### src/rtl/ex_muldiv.sv
// rtl/ex_muldiv.sv - iterative 32x32 multiply / restoring divide unit writing HI/LO
// Signed MULT/DIV on op[1] is built only when MULDIV_SIGNED_EN is defined.
module ex_muldiv (
    input  logic        clk,
    input  logic        rst,
    input  logic        start,
    input  logic [1:0]  op,
    input  logic [31:0] dato_A,
    input  logic [31:0] dato_B,
    output logic [31:0] hi,
    output logic [31:0] lo,
    output logic        busy,
    output logic        done,
    output logic        div_by_zero
);

    typedef enum logic [1:0] {IDLE, RUN, FINISH} state_t;

    state_t      state, state_next;
    logic [4:0]  cnt;
    logic        is_div_r;
    logic [31:0] a_raw_r;
    logic [31:0] opd_r;
    logic [31:0] acc_hi, acc_lo;

    logic        accept;
    logic        last_step;
    logic        zero_div;
    logic [31:0] mag_a, mag_b;

    assign accept    = (state != RUN) && start;
    assign last_step = (cnt == 5'd31);
    assign zero_div  = is_div_r && (opd_r == 32'd0);
    assign busy      = (state == RUN);
    assign done      = (state == FINISH);

`ifdef MULDIV_SIGNED_EN
    logic a_neg_in, b_neg_in;
    logic neg_q_r, neg_r_r;

    assign a_neg_in = op[1] & dato_A[31];
    assign b_neg_in = op[1] & dato_B[31];
    assign mag_a    = a_neg_in ? (~dato_A + 32'd1) : dato_A;
    assign mag_b    = b_neg_in ? (~dato_B + 32'd1) : dato_B;

    // Remainder follows the dividend sign; only meaningful for divides.
    always_ff @(posedge clk) begin
        if (rst) begin
            neg_q_r <= 1'b0;
            neg_r_r <= 1'b0;
        end else if (accept) begin
            neg_q_r <= a_neg_in ^ b_neg_in;
            neg_r_r <= op[0] & a_neg_in;
        end
    end
`else
    logic unused_op_sign;
    assign unused_op_sign = op[1];
    assign mag_a = dato_A;
    assign mag_b = dato_B;
`endif

    // acc_hi:acc_lo holds partial product / multiplier, or remainder / dividend-quotient.
    logic [32:0] mul_sum;
    logic [32:0] div_sh;
    logic [32:0] div_diff;
    logic        div_ge;
    logic [31:0] step_hi, step_lo;

    always_comb begin
        mul_sum  = {1'b0, acc_hi} + (acc_lo[0] ? {1'b0, opd_r} : 33'd0);
        div_sh   = {acc_hi, acc_lo[31]};
        div_diff = div_sh - {1'b0, opd_r};
        div_ge   = (div_sh >= {1'b0, opd_r});
        if (is_div_r) begin
            step_hi = div_ge ? div_diff[31:0] : div_sh[31:0];
            step_lo = {acc_lo[30:0], div_ge};
        end else begin
            step_hi = mul_sum[32:1];
            step_lo = {mul_sum[0], acc_lo[31:1]};
        end
    end

    logic [31:0] fin_hi, fin_lo;

`ifdef MULDIV_SIGNED_EN
    logic [63:0] prod_neg;

    always_comb begin
        prod_neg = ~{step_hi, step_lo} + 64'd1;
        fin_hi   = step_hi;
        fin_lo   = step_lo;
        if (is_div_r) begin
            if (neg_q_r) fin_lo = ~step_lo + 32'd1;
            if (neg_r_r) fin_hi = ~step_hi + 32'd1;
        end else if (neg_q_r) begin
            fin_hi = prod_neg[63:32];
            fin_lo = prod_neg[31:0];
        end
    end
`else
    assign fin_hi = step_hi;
    assign fin_lo = step_lo;
`endif

    always_comb begin
        state_next = state;
        case (state)
            IDLE:    if (start) state_next = RUN;
            RUN:     if (zero_div || last_step) state_next = FINISH;
            FINISH:  state_next = start ? RUN : IDLE;
            default: state_next = IDLE;
        endcase
    end

    always_ff @(posedge clk) begin
        if (rst) state <= IDLE;
        else     state <= state_next;
    end

    always_ff @(posedge clk) begin
        if (rst) begin
            cnt         <= 5'd0;
            is_div_r    <= 1'b0;
            a_raw_r     <= 32'd0;
            opd_r       <= 32'd0;
            acc_hi      <= 32'd0;
            acc_lo      <= 32'd0;
            hi          <= 32'd0;
            lo          <= 32'd0;
            div_by_zero <= 1'b0;
        end else if (accept) begin
            cnt      <= 5'd0;
            is_div_r <= op[0];
            a_raw_r  <= dato_A;
            opd_r    <= op[0] ? mag_b : mag_a;
            acc_hi   <= 32'd0;
            acc_lo   <= op[0] ? mag_a : mag_b;
        end else if (state == RUN) begin
            if (zero_div) begin
                hi          <= a_raw_r;
                lo          <= 32'hFFFF_FFFF;
                div_by_zero <= 1'b1;
            end else begin
                acc_hi <= step_hi;
                acc_lo <= step_lo;
                cnt    <= cnt + 5'd1;
                if (last_step) begin
                    hi          <= fin_hi;
                    lo          <= fin_lo;
                    div_by_zero <= 1'b0;
                end
            end
        end
    end

endmodule

### config.mk
export PLATFORM = sky130hd
export DESIGN_NAME = ex_muldiv
export DESIGN_NICKNAME = d
export VERILOG_FILES = /design/src/rtl/ex_muldiv.sv
export SDC_FILE = /design/constraint.sdc
export NUM_CORES = 1
export LEC_CHECK = 0
export CORE_UTILIZATION = 58
export DETAILED_ROUTE_END_ITERATION = 10
export PLACE_DENSITY = 0.85
export SETUP_SLACK_MARGIN = 0.02
export SLEW_MARGIN = 0
export SYNTH_ARGS = -nofsm -noshare
export SYNTH_HDL_FRONTEND = slang
export SYNTH_SLANG_ARGS = --single-unit
### constraint.sdc
create_clock -name clk -period 3.43 [get_ports clk]
set_input_delay 0.686 -clock clk [delete_from_list [all_inputs] [get_ports clk]]
set_output_delay 0.686 -clock clk [all_outputs]
set_load 0.05 [all_outputs]
==> metrics.csv <==
metric;value;unit
fp.dieW;153;µm
vias;14341;
clock-sinks;201;
coreArea;0.0221;mm²
synthMuxAreaShare;0.0934;
diodes;0;
ys.flop_type;dfxtp_1;
clk_pin_slew_worst_paths;0.06;ns
rsz0062_at_grt;true;
p_leak;6.81;nW
avgViaCountPerCell;6.52;
nets;2041;
path_class;reg2reg;
setup_tns;0;ns
synthesis.nets;1830;
clock_latency;0.51;ns
cap_violations;0;
place.gp.congestion;1.02;
port_buffers;134;
hold_violations;0;
gr-total-overflow;0;
syn2layout_area_growth;26.9;%
synth_top_family_by_area;compound AO/OA/AOI/OAI gates;
worstPathRequired;3.78;ns
grtUsageTotal;0.398;
cp-start-kind;flip-flop;
r2r_start;opd_r[4];
rows;54;
yosys_warnings;0;
synth.most_common_cell;dfxtp_1;
fin_skew;0.0101;ns
io_pins;136;
total_power;6.79;mW
syn_area_per_cell;7.82;µm²
fmax;0.298;GHz
timing.hold.ws;0.451;ns
critPathLaunch;opd_r[4];
clockRootBuffer;clkbuf_16;
final.period_utilization;0.979;
yosys.area_share.simple;0.218;
synth_adder_area_share;0.0654;
ys_types;74;
die_area;0.0234;mm²
yosys.area.top_type;dfxtp_1;
drc;0;
worstHoldStart;a_raw_r[29];
drt_first_iter_violations;1575;
outcome;finished, final reports clean;
synth.cell_area;0.0132;mm²
antenna_left;0;
synth_seq_cells;201;
grt_max_degree;156;
htreeDepth;1;
wl_per_cell;21.7;µm
setup_viol;0;
grt_pass1_vias;13811;
slew_headroom;0.353;
irDropWorstVdd;0.456;mV
slew_viol_final;0;
min_period;3.36;ns
worstMarginPinSlew;0.968;ns
drive_gt1_frac;0.165;
routed_wl;47600;µm
dr.pass1.iters;5;
cts_max_path_buffers;3;
powerDensity;404;mW/mm²
ys_top_cells_by_count;dfxtp_1, nand2_1, nor2_1;
hpwl;33900;µm
numCtsBuffers;22;
yosysSeqAreaShare;0.304;
postCtsHoldBufs;0;
grt_pass1_wl;74800;µm
synthCells;1693;
final_core_util;0.761;
start_util;0.600;
synth_top_area_share;0.304;
crit_arrival;3.71;ns
async_flop_share;0;
synth_edf_count;0;
end_kind;flip-flop;
cts_tree;yes;
antenna_found_initial;0;
min_path_type;reg2reg;
die_y;153;µm
crit_fanout;5;
synth-compound-area-share;0.239;
synthTopCellsByArea;dfxtp_1, ha_1, mux2i_1, a21oi_1, nand2_1;
synth_xor_area_frac;0.0271;
-- cell families after synthesis --
group | after synthesis
buf+inv | 175
simple gates | 616
xor+xnor | 41
compound gates | 474
flops | 201
fa+ha+maj | 68
mux | 118
-- per-stage QoR --
| stage | setup WS (ns) | instances | instance area, µm² |
|---|---|---|---|
| 6_report | 0.0721 | 2198 | 16800 |
| 5_1_grt | -0.0174 | 2198 | 16800 |
| 4_1_cts | 0.0100 | 2188 | 16500 |
| 3_5_place_dp | -0.159 | 2149 | 15800 |
| 3_3_place_gp | -0.0769 | 2149 | 15800 |
| 2_1_floorplan | 0.286 | 1693 | 13200 |
-- layer usage --
| layer | part of all wire | global-route usage | up-vias | wire length, µm |
|---|---|---|---|---|
| met5 | 0 | 0 | - | 0 |
| met3 | 0.11 | 0.0766 | 135 | 5010 |
| met1 | 0.41 | 0.525 | 6757 | 19500 |
| met2 | 0.45 | 0.646 | 845 | 21500 |
| li1 | - | - | 6604 | - |
| met4 | 0.034 | 0.145 | 0 | 1620 |
-- registers in the layout (all words and copies together) (netlist names) --
register	flops
div_by_zero	1
cnt	5
acc_lo	32
opd_r	32
a_raw_r	32
state	2
is_div_r	1
acc_hi	32
lo	32
hi	32
-- worst max-delay path, stage by stage (launching register included) --
cell	delay, ns
dfxtp_1	0.35
inv_1	0.09
ha_4	0.26
or2_1	0.28
a31oi_2	0.22
a21oi_2	0.11
o31a_1	0.40
a221oi_4	0.40
o21ai_4	0.12
clkbuf_4	0.19
mux2_2	0.30
a211oi_1	0.25
buf_4	0.17
nor4_1	0.05
-- repair_timing --
action                                  4_1_cts  5_1_grt
buffers inserted                              1       10
resized for setup                            12       45
pin swaps                                     4       21
endpoints found under the setup margin       20       45
-- power breakdown --
part,switching (mW),total (mW),internal (mW)
Clock,0.983,2.35,1.36
Sequential,0.0885,2.53,2.44
Combinational,1.09,1.91,0.817
Total,2.16,6.79,4.62
-- cell type report --
class	count	area, µm²
Clock inverter	7	65.1
Inverter	55	206
Sequential cell	201	4030
Timing Repair Buffer	307	2730
Clock buffer	31	636
Fill cell	1569	5280
Tap cell	280	350
Multi-Input combinational cell	1317	8790
-- worst paths after layout --
check / end / cells after the start / slack [ns]
max: hi[7] / 13 / 0.07
min: a_raw_r[29] / 2 / 0.45
max reg2reg: hi[7] / 13 / 0.07
min reg2reg: a_raw_r[29] / 2 / 0.45
-- placed cells by master (no fill, tap or decap), drive strengths merged, types with 9 or more instances in the layout --
cell	instances
a211oi	52
a21o	21
a21oi	145
a221oi	20
a311oi	23
a31oi	28
and2	44
and3	13
and4	12
buf	174
clkbuf	32
clkdlybuf4s50	132
dfxtp	201
ha	66
inv	54
mux2	42
mux2i	76
nand2	187
nand3	48
nand4	14
nor2	174
nor2b	12
nor3	60
nor4	15
o211ai	48
o21a	9
o21ai	68
or3	11
xnor2	24
xor2	17
Power figures use the tool's default switching activity.
